**config.mk**
```make
export PLATFORM = sky130hd
export DESIGN_NAME = avl_resp_fifo
export DESIGN_NICKNAME = d
export VERILOG_FILES = /design/src/rtl/avl_resp_fifo.sv
export SDC_FILE = /design/constraint.sdc
export NUM_CORES = 1
export LEC_CHECK = 0
export CORE_MARGIN = 1
export CORE_UTILIZATION = 24
export CTS_CLUSTER_SIZE = 24
export DETAILED_ROUTE_END_ITERATION = 16
export PLACE_DENSITY = 0.45
export SLEW_MARGIN = 30
export SYNTH_ARGS = -nofsm -noshare
export SYNTH_HDL_FRONTEND = slang
export SYNTH_SLANG_ARGS = --single-unit
```
**constraint.sdc**
```tcl
create_clock -name clk -period 3.22 [get_ports clk]
set_clock_uncertainty 0.15 [all_clocks]
set_input_delay 0.483 -clock clk [delete_from_list [all_inputs] [get_ports clk]]
set_output_delay 0.483 -clock clk [all_outputs]
set_load 0.05 [all_outputs]
```
**src/rtl/avl_resp_fifo.sv**
```systemverilog
// Synchronous FIFO for read responses; push and pop may happen in the same cycle.
// DEPTH must be a power of two so the pointers wrap naturally.
module avl_resp_fifo #(
  parameter int WIDTH = 32,
  parameter int DEPTH = 8
) (
  input  logic                       clk,
  input  logic                       rest,
  input  logic                       push,
  input  logic [WIDTH-1:0]           push_data,
  input  logic                       pop,
  output logic [WIDTH-1:0]           pop_data,
  output logic [$clog2(DEPTH):0]     count,
  output logic                       empty
);

  localparam int PTR_W = (DEPTH > 1) ? $clog2(DEPTH) : 1;

  logic [WIDTH-1:0] storage [DEPTH];
  logic [PTR_W-1:0] wr_ptr;
  logic [PTR_W-1:0] rd_ptr;

  always_ff @(posedge clk) begin
    if (rest) begin
      wr_ptr <= '0;
      rd_ptr <= '0;
      count  <= '0;
    end else begin
      if (push) wr_ptr <= wr_ptr + PTR_W'(1);
      if (pop)  rd_ptr <= rd_ptr + PTR_W'(1);
      case ({push, pop})
        2'b10:   count <= count + ($clog2(DEPTH)+1)'(1);
        2'b01:   count <= count - ($clog2(DEPTH)+1)'(1);
        default: count <= count;
      endcase
    end
  end

  always_ff @(posedge clk) begin
    if (push) storage[wr_ptr] <= push_data;
  end

  assign pop_data = storage[rd_ptr];
  assign empty    = (count == '0);

endmodule

```
# == Word-level counts from Yosys, hierarchy flattened ==
# Memory sizes are Yosys's and may differ from the RTL's. A register that Yosys moved wholly into a read port is not among the register bits.
# Index checks and enable logic that the tools add are counted.
# op_classes
reduce_logical,2
eq_ne,2
n_mux,5
add_sub_neg,4
# op_table
op,n
$pmux 4 s2,1
$add 3x1->3 const B,2
$mux 3,2
$add 4x1->4 const B,1
$logic_not 4->1,1
$sub 4x1->4 const B,1
$eq 2x1->1 const B,1
$eq 2x2->1 const B,1
$mux 1,2
$reduce_bool 2->1,1
# totals
n_memories,1
mem_bits_rw,256
input_bits,36
word_cells,17
reg_bits,10
# mem_list
name,depth,word_bits,rd,rd_ports_with_merged_regs,wr,line,source
storage,8,32,1,1,1,19,logic [WIDTH-1:0] storage [DEPTH];

# == Depth between registers and ports, before layout ==
# Gate-level depths: netlist (run 1).
# depth
depth_word,3
mapped_depth,8
depth_no_buf,8

# == Least setup slack after synthesis (run 1) ==
# Ideal clock, no wire load.
# synth_timing
path_type,input port to flip-flop
startpoint,input push
endpoint,memory storage[0][0] (enable)
path_slack_ns,-0.191
path_stages,2
required_ns,2.609
arrival_time_ns,2.799
n_path_buf,0
setup_time_ns,0.461
cell_sequence,nand2b_1 > nor3_1
# synth_between
elab_chain_len,2
# synth_rtl
item,line,source
from (decl),9,"input logic push,"
$mux 1,40,if (push) storage[wr_ptr] <= push_data;
$mux 1 (implied by the code),40,
to (decl),19,
# No other way between the ends.

==> qor.csv, run 1 <==
metric,value,unit
Detailed Routing Iterations Pass 1,4,
R2R Path End,storage[6][25]$_DFFE_PP_,
peak supply drop,0.369,mV
total core area,42300,um^2
Tcrit/Tclk final,0.942,
first-pass GRT wire length,34.5,mm
Layout area overhead,23.9,%
routed vias,4771,
Cell Pwr Density,620,nW/um^2
post-synthesis area per instance,23.6,um^2
layout cell share with drive strength beyond 1,0.286,
slew margin rel.,0.656,
cell chosen for the clock root,clkbuf_16,
CTS tree,built,
Die Height,210,um
Yosys cell types,26,
wire per inst,20.1,um
Max Fanout on Critical Path,8,
"commonest cells after routing, fill and taps aside","256 x edfxtp_1, 49 x buf_4, 40 x mux4_1, 40 x clkdlybuf4s50_1, 33 x mux2_2",
worst skew pair latency,0.54,ns
boundary pin count,73,
Final Power,7980,uW
HPWL Detailed,13.4,mm
FP Rows,75,
CTS Buf Count,29,
"final std cell area, no fill",12900,um^2
hold wc startpoint,wr_ptr[0]$_SDFFE_PP0P_,
synthesized area,10400,um^2
P_leak,0.00411,uW
largest net degree at the start of global routing,25,
maximum clock rate,330,MHz
Synthesis Warnings,0,
post-place setup slack,0.368,ns
Max Cap Violations,0,
register clock-pin slew on the reported worst setup and hold paths,0.06,ns
initial core utilization,0.245,
hold path cells,2,
syn_nets,481,
Post-Route WL,23.1,mm
gr usage total,0.108,
Die X,210,um
Max Slew Vio Count,0,
sequential area share after synthesis,0.765,
worst r2r src,wr_ptr[1]$_SDFFE_PP0P_,
GPL Wtd Cong,0.639,
RSZ-0062 raised after global routing,no,
ANT nets after route,0,
Hold Crit Class,reg2reg,
initial drt markers,179,
drt via density,4.15,
final net count,595,
Setup CP Type,reg2out,
final setup fails,0,
final hold vios,0,
# hold bufs at CTS,0,
outcome,completed,
post-route minimum period,3.03,ns
Worst-Margin Slew,0.516,ns
critical path required time,2.59,ns
Post-Syn Instances,440,
initial antenna violation count,0,
Setup WS post-layout,0.187,ns
port bufs,72,
"commonest non-fill, non-tap cell in the layout",edfxtp_1,
Worst EP arrival,2.40,ns
post-synthesis sequential element count,269,
DRC viols,0,
placed inst area,12000,um^2
CP startpoint kind,flop,
CTS Buffer Depth,3,
WHS Endpoint,wr_ptr[0]$_SDFFE_PP0P_,
R2R depth,3,
number of global-route vias before repair,5225,
clock sinks,269,
# H-tree levels,1,
area of the die,44100,um^2
FF-to-FF setup slack,1.33,ns
grt ovf,0,
antenna fix cells,0,
Worst setup EP type,primary output,
## Yosys cell counts (all sizes together)
| master | count | area (um^2) |
|---|---|---|
| inv | 1 | 3.75 |
| nor2 | 15 | 56.3 |
| or3 | 1 | 6.26 |
| dfxtp | 13 | 260 |
| edfxtp | 256 | 7690 |
| nand2 | 6 | 22.5 |
| nand2b | 3 | 18.8 |
| buf | 17 | 124 |
| xor2 | 5 | 43.8 |
| clkbuf | 3 | 11.3 |
| nor4bb | 1 | 10.0 |
| nor2b | 2 | 12.5 |
| mux2i | 3 | 30.0 |
| a21oi | 3 | 15.0 |
| ha | 5 | 62.6 |
| nor4b | 1 | 8.76 |
| mux4 | 64 | 1590 |
| xnor2 | 1 | 8.76 |
| o21ai | 3 | 15.0 |
| nor4 | 1 | 6.26 |
| mux2 | 33 | 372 |
| o31ai | 1 | 7.51 |
| nor3 | 2 | 10.0 |
## layer usage
| layer | up-vias | share of wire | global-route usage |
|---|---|---|---|
| met5 | - | 0 | 0 |
| met4 | 0 | 0.029 | 0.0342 |
| met3 | 35 | 0.035 | 0.0218 |
| met2 | 88 | 0.50 | 0.188 |
| met1 | 2528 | 0.43 | 0.133 |
| li1 | 2120 | - | - |
## power by group
group,internal [uW],switching [uW],total [uW],leakage [uW]
logic,381,553,935,0.00125
clock network,1800,1290,3090,0.000424
registers,3910,43.3,3960,0.00243
## final cells by class
type / count / area, um^2
clock buffer: 35 / 748
clock inverter: 16 / 130
fill: 4094 / 29500
inverter: 1 / 3.75
multi-input combinational: 150 / 2360
sequential: 269 / 7960
tap: 577 / 722
timing repair buffer: 103 / 938
## cell families after synthesis
| kind of cell | count (synthesis) | share of synthesized area |
|---|---|---|
| AO/OA/AOI/OAI | 7 | 0.00361 |
| multiplexers | 100 | 0.192 |
| buffers and inverters | 21 | 0.0134 |
| XOR/XNOR | 6 | 0.00506 |
| adder cells (fa/ha/maj) | 5 | 0.00602 |
| AND/OR/NAND/NOR | 32 | 0.0146 |
| flip-flops | 269 | 0.765 |
## critical path, stage by stage, from the launching register on
cell     delay (ns)
dfxtp_4        0.38
buf_4          0.12
buf_12         0.13
buf_6          0.15
mux4_1         0.54
mux2_2         0.32
buf_4          0.20
## how the worst max path moves through the flow
stage | cells past startpoint | endpoint | from | slack [ns]
floorplan | 1 | empty | count[0]$_SDFFE_PP0P_ | 0.48
global placement | 4 | pop_data[2] | flop | 0.38
detailed placement | 4 | pop_data[15] | flop | 0.37
CTS | 5 | pop_data[15] | flop | -0.02
global route | 4 | pop_data[23] | flop | 0.06
finish | 6 | pop_data[5] | flop | 0.19
## flip-flops by register name, summed over array words and instances (netlist names), named ones only
signal   count
count        4
rd_ptr       3
storage    256
wr_ptr       3
## through the flow
stage / instances / hold WS (ns) / TNS [ns] / util
after global routing: 1151 / 0.369 / 0 / 0.304
after detailed placement: 1096 / 0.340 / 0 / 0.282
final: 1151 / 0.348 / 0 / 0.304
after CTS: 1150 / 0.348 / -0.0159 / 0.304
after global placement: 1096 / 0.335 / 0 / 0.282
after floorplan: 440 / 0.312 / 0 / -
## repair_timing
item                       in CTS  in global routing
gates resized for setup        12                  8
setup buffers                   2                  1
pin swaps                       0                  0
cloned                          1                  0
setup endpoints to repair      27                  7
Note: power is estimated with default switching activity, not from simulation.
==> inputs of run 2 (changes only) <==
--- a/config.mk
+++ b/config.mk
@@ -5,11 +5,13 @@
 export SDC_FILE = /design/constraint.sdc
 export NUM_CORES = 1
 export LEC_CHECK = 0
-export CORE_MARGIN = 1
+export CELL_PAD_IN_SITES_DETAIL_PLACEMENT = 0
+export CELL_PAD_IN_SITES_GLOBAL_PLACEMENT = 2
+export CORE_MARGIN = 4
 export CORE_UTILIZATION = 24
 export CTS_CLUSTER_SIZE = 24
 export DETAILED_ROUTE_END_ITERATION = 16
-export PLACE_DENSITY = 0.45
+export PLACE_DENSITY = 0.52
 export SLEW_MARGIN = 30
 export SYNTH_ARGS = -nofsm -noshare
 export SYNTH_HDL_FRONTEND = slang
==> run 2 against run 1 <==
Effect of this change:
- hold slack lost 0.013 ns
- sequential share of layout area decreased by 0.22 points
- clock power is 12% higher
- final cell count decreased by 0.35%
- non-clock buffer count shrank 8
- global-route usage decreased by 0.95 points
- final area rose by 0.36%
==> qor.csv, run 2 (synthesis results as in run 1) <==
metric,value,unit,change
outcome,completed,,unchanged
worst path bufs/invs,2,,was 4
CTS tree,built,,unchanged
# H-tree levels,1,,unchanged
"commonest non-fill, non-tap cell in the layout",edfxtp_1,,unchanged
register clock-pin slew on the reported worst setup and hold paths,0.06,ns,about the same
max FFs per register,256,,unchanged
worst skew pair latency,0.55,ns,was 0.54 ns
Setup Buffers After CTS,0,,was 2
initial antenna violation count,0,,unchanged
GPL Wtd Cong,0.651,,was 0.639
CTS Buffer Depth,3,,unchanged
"commonest cells after routing, fill and taps aside","256 x edfxtp_1, 52 x buf_4, 40 x mux4_1, 40 x clkdlybuf4s50_1, 33 x mux2_2",,"was 256 x edfxtp_1, 49 x buf_4, 40 x mux4_1, 40 x clkdlybuf4s50_1, 33 x mux2_2"
final hold vios,0,,unchanged
RSZ-0062 raised after global routing,no,,unchanged
drt via density,4.13,,was 4.15
grt ovf,0,,unchanged
area of the die,46700,um^2,was 44100 um^2
post-route minimum period,3.02,ns,was 3.03 ns
cell chosen for the clock root,clkbuf_16,,unchanged
most frequent CP cell,buf_4,,unchanged
HPWL Detailed,13.0,mm,was 13.4 mm
initial drt markers,247,,was 179
P_leak,0.00413,uW,was 0.00411 uW
largest net degree at the start of global routing,35,,was 25
port bufs,72,,unchanged
Hold Crit Class,reg2reg,,unchanged
Max stage delay on crit path,0.71,ns,was 0.54 ns
Detailed Routing Iterations Pass 1,4,,unchanged
Layout area overhead,24.3,%,was 23.9%
final net count,588,,was 595
FP Rows,75,,unchanged
critical path required time,2.59,ns,about the same
"Cell Chain, Critical Path","buf_4, mux4_2, mux2_2, buf_4",,"was buf_4, buf_12, buf_6, mux4_1, mux2_2, buf_4"
Worst setup EP type,primary output,,unchanged
Max Slew Vio Count,0,,unchanged
Largest regs,"storage x256, count x4",,unchanged
clock sinks,269,,unchanged
Top reg by flops,storage,,unchanged
total core area,42300,um^2,unchanged
first-pass GRT wire length,34.2,mm,was 34.5 mm
layout cell share with drive strength beyond 1,0.293,,was 0.286
Tcrit/Tclk final,0.938,,was 0.942
CTS Buf Count,30,,was 29
wire per inst,20.2,um,was 20.1 um
final setup fails,0,,unchanged
# hold bufs at CTS,0,,unchanged
CP startpoint kind,flop,,unchanged
setup TNS,0,ns,unchanged
number of global-route vias before repair,5228,,was 5225
gr usage total,0.0983,,was 0.108
initial core utilization,0.245,,unchanged
Setup CP Type,reg2out,,unchanged
Final Power,8340,uW,was 7980 uW
maximum clock rate,331,MHz,was 330 MHz
boundary pin count,73,,unchanged
DRC viols,0,,unchanged
routed vias,4738,,was 4771
Max Cap Violations,0,,unchanged
Worst-Margin Slew,0.554,ns,was 0.516 ns
slew margin rel.,0.631,,was 0.656
Cell Pwr Density,646,nW/um^2,was 620 nW/um^2
ANT nets after route,0,,unchanged
peak supply drop,0.428,mV,was 0.369 mV
"CP delay by family, top",flip-flops,,was multiplexers
Die X,216,um,was 210 um
Post-Route WL,23.2,mm,was 23.1 mm
cell at the slowest stage of the critical path,dfxtp_4,,was mux4_1
post-cts repair resize count,0,,was 12
antenna fix cells,0,,unchanged
Max Fanout on Critical Path,33,,was 8
Die Height,216,um,was 210 um
Worst EP arrival,2.39,ns,was 2.40 ns
## run 2: cell types whose count changed in the layout (fill, tap and decap cells not counted)
| cell | change |
|---|---|
| clkinv_1 | +2 |
| buf_16 | -2 |
| clkbuf_1 | -4 |
| buf_12 | +1 |
| buf_4 | +3 |
| clkbuf_2 | -4 |
| dlygate4sd2_1 | -5 |
| buf_6 | -1 |
| clkinv_4 | -1 |
| clkinv_2 | +2 |
| clkbuf_16 | +2 |
| bufinv_16 | +3 |
## run 2: per-stage QoR
step	cell area, um^2	util	setup slack, ns	instances	hold WS, ns
CTS	12900	0.305	0.110	1147	0.342
floorplan	10400	-	0.478	440	0.312
global placement	11900	0.281	0.486	1092	0.346
finish	12900	0.305	0.199	1147	0.336
detailed placement	11900	0.281	0.436	1092	0.333
global route	12900	0.305	0.0603	1147	0.376
## run 2: path summary, 6_finish.rpt
| check | start | to | slack, ns | cells after the start |
|---|---|---|---|---|
| worst min-delay path | wr_ptr[0]$_SDFFE_PP0P_ | wr_ptr[0]$_SDFFE_PP0P_ | 0.34 | 2 |
| worst max register to register | wr_ptr[0]$_SDFFE_PP0P_ | storage[0][17]$_DFFE_PP_ | 1.42 | 3 |
| worst max-delay path | flop | pop_data[16] | 0.20 | 4 |
| worst min register to register | wr_ptr[0]$_SDFFE_PP0P_ | wr_ptr[0]$_SDFFE_PP0P_ | 0.34 | 2 |
## run 2: final cells by class
type                            count  area, um^2
Fill cell                        4106       29400
Sequential cell                   269        7960
Multi-Input combinational cell    150        2360
Timing Repair Buffer               95         851
Clock buffer                       33         783
Tap cell                          577         722
Clock inverter                     22         229
Inverter                            1        3.75
## run 2: metal layers
metal | wire length [um] | up-vias | GRT usage | share of wire
met2 | 11300 | 92 | 0.163 | 0.49
met5 | 0 | - | 0 | 0
met3 | 1110 | 30 | 0.0198 | 0.048
met4 | 377 | 0 | 0.0258 | 0.016
li1 | - | 2097 | - | -
met1 | 10400 | 2519 | 0.132 | 0.45
## run 2: power by group
group / switching, uW / leakage [uW] / total (uW) / internal [uW]
Sequential: 48.3 / 0.00243 / 3960 / 3910
Clock: 1330 / 0.000493 / 3460 / 2130
Combinational: 547 / 0.00120 / 918 / 372
Total: 1920 / 0.00413 / 8340 / 6420
## run 2: worst reg2reg max path: stages (launching register included)
cell      delay (ns)
dfxtp_1         0.33
nand2b_1        0.36
nor3_4          0.23
buf_4           0.37
==> inputs of run 3 (changes only) <==
--- a/config.mk
+++ b/config.mk
@@ -7,7 +7,7 @@
 export LEC_CHECK = 0
 export CELL_PAD_IN_SITES_DETAIL_PLACEMENT = 0
 export CELL_PAD_IN_SITES_GLOBAL_PLACEMENT = 2
-export CORE_MARGIN = 4
+export CORE_MARGIN = 2
 export CORE_UTILIZATION = 24
 export CTS_CLUSTER_SIZE = 24
 export DETAILED_ROUTE_END_ITERATION = 16
==> run 3 against run 2 <==
Effect of this change:
- clock power fell by 8.1%
- non-clock buffer count is 3 higher
- maximum frequency is 1.1% lower
- first-iteration DRC count rose by 2.4%
- critical path depth is the same
- register-to-register slack got worse by 0.07 ns
==> qor.csv, run 3 (synthesis results as in run 1) <==
metric,value,unit,change
Worst setup EP type,primary output,,unchanged
"commonest non-fill, non-tap cell in the layout",edfxtp_1,,unchanged
FF-to-FF setup slack,1.35,ns,was 1.42 ns
grt ovf,0,,unchanged
Die Height,212,um,was 216 um
antenna fix cells,0,,unchanged
ANT nets after route,0,,unchanged
CP startpoint kind,flop,,unchanged
Setup CP Type,reg2out,,unchanged
final setup fails,0,,unchanged
number of global-route vias before repair,5205,,was 5228
routed vias,4768,,was 4738
port bufs,72,,unchanged
GPL Wtd Cong,0.638,,was 0.651
setup TNS,0,ns,unchanged
initial antenna violation count,0,,unchanged
boundary pin count,73,,unchanged
placed inst area,11900,um^2,about the same
register clock-pin slew on the reported worst setup and hold paths,0.06,ns,about the same
Hold Crit Class,reg2reg,,unchanged
FP Rows,76,,was 75
Setup WS post-layout,0.165,ns,was 0.199 ns
Die X,212,um,was 216 um
total core area,42900,um^2,was 42300 um^2
critical path required time,2.59,ns,about the same
Layout area overhead,24.1,%,was 24.3%
max FFs per register,256,,unchanged
Worst-Margin Slew,0.610,ns,was 0.554 ns
Tcrit/Tclk final,0.949,,was 0.938
Detailed Routing Iterations Pass 1,4,,unchanged
Max Cap Violations,0,,unchanged
Max stage delay on crit path,0.56,ns,was 0.71 ns
CTS Buf Count,30,,unchanged
Largest regs,"storage x256, count x4",,unchanged
Max Slew Vio Count,0,,unchanged
"final std cell area, no fill",12900,um^2,about the same
wire per inst,19.9,um,was 20.2 um
maximum clock rate,327,MHz,was 331 MHz
post-route minimum period,3.05,ns,was 3.02 ns
post-place setup slack,0.312,ns,was 0.436 ns
initial drt markers,253,,was 247
Final Power,8060,uW,was 8340 uW
initial core utilization,0.242,,was 0.245
cell at the slowest stage of the critical path,mux4_2,,was dfxtp_4
gr usage total,0.104,,was 0.0983
Hold Slack,0.350,ns,was 0.336 ns
area of the die,44900,um^2,was 46700 um^2
final hold vios,0,,unchanged
CTS tree,built,,unchanged
cell chosen for the clock root,clkbuf_16,,unchanged
Post-Route WL,23.1,mm,was 23.2 mm
area of the multi-input gates,2360,um^2,unchanged
Worst EP arrival,2.42,ns,was 2.39 ns
slew margin rel.,0.593,,was 0.631
HPWL Detailed,13.2,mm,was 13.0 mm
# H-tree levels,1,,unchanged
Top reg by flops,storage,,unchanged
drt via density,4.11,,was 4.13
outcome,completed,,unchanged
RSZ-0062 raised after global routing,no,,unchanged
"commonest cells after routing, fill and taps aside","256 x edfxtp_1, 41 x buf_4, 40 x mux4_1, 40 x clkdlybuf4s50_1, 33 x mux2_2",,"was 256 x edfxtp_1, 52 x buf_4, 40 x mux4_1, 40 x clkdlybuf4s50_1, 33 x mux2_2"
clock sinks,269,,unchanged
CTS Buffer Depth,3,,unchanged
Seq. cell area,7960,um^2,unchanged
P_leak,0.00412,uW,was 0.00413 uW
final net count,591,,was 588
peak supply drop,0.443,mV,was 0.428 mV
layout cell share with drive strength beyond 1,0.282,,was 0.293
worst skew pair latency,0.55,ns,about the same
FILL cells,4195,,was 4106
Max Fanout on Critical Path,19,,was 33
largest net degree at the start of global routing,33,,was 35
Cell Pwr Density,626,nW/um^2,was 646 nW/um^2
"Cell Chain, Critical Path","buf_12, mux4_2, mux2_2, dlygate4sd2_1",,"was buf_4, mux4_2, mux2_2, buf_4"
first-pass GRT wire length,34.1,mm,was 34.2 mm
DRC viols,0,,unchanged
## run 3: final timing paths
| kind | cells after the start | start | endpoint |
|---|---|---|---|
| worst min-delay path | 2 | wr_ptr[0]$_SDFFE_PP0P_ | wr_ptr[0]$_SDFFE_PP0P_ |
| worst min register to register | 2 | wr_ptr[0]$_SDFFE_PP0P_ | wr_ptr[0]$_SDFFE_PP0P_ |
| worst max-delay path | 4 | flop | pop_data[29] |
| worst max register to register | 3 | wr_ptr[0]$_SDFFE_PP0P_ | storage[0][13]$_DFFE_PP_ |
## run 3: critical path: cells and delay by family, from the launching register on
family   cells  cell delay [ns]
mux          2             0.86
flops        1             0.37
buf+inv      2             0.62
## run 3: power breakdown
part	switching [uW]	leakage, uW	internal (uW)	total, uW
combinational	556	0.00122	370	926
sequential	41.8	0.00243	3910	3960
clock	1350	0.000459	1830	3180
## run 3: per-stage QoR
step | cells | util
floorplan | 440 | -
global placement | 1100 | 0.278
detailed placement | 1100 | 0.278
CTS | 1160 | 0.301
global route | 1159 | 0.300
finish | 1159 | 0.300
## run 3: per-layer routing
metal / up-vias / GRT usage / wire length (um)
li1: 2109 / - / -
met1: 2544 / 0.135 / 10200
met2: 80 / 0.178 / 11400
met3: 35 / 0.0213 / 930
met4: 0 / 0.0289 / 475
met5: - / 0 / 0
## run 3: layout make-up
| cell class | instances | share of cell area |
|---|---|---|
| inverters | 1 | 0.000291 |
| clock inverters | 22 | 0.0112 |
| repair buffers | 98 | 0.0697 |
| clock buffers | 34 | 0.0611 |
| multi-input cells | 150 | 0.184 |
| flip-flops and latches | 269 | 0.617 |
| well taps | 585 | 0.0568 |
## run 3: timing repair
| action | 4_1_cts | 5_1_grt |
|---|---|---|
| setup endpoints to repair | 30 | 9 |
| gates resized for setup | 16 | 6 |
| buffers inserted | 4 | 0 |
| hold buffers | 0 | 0 |
| cloned | 0 | 0 |
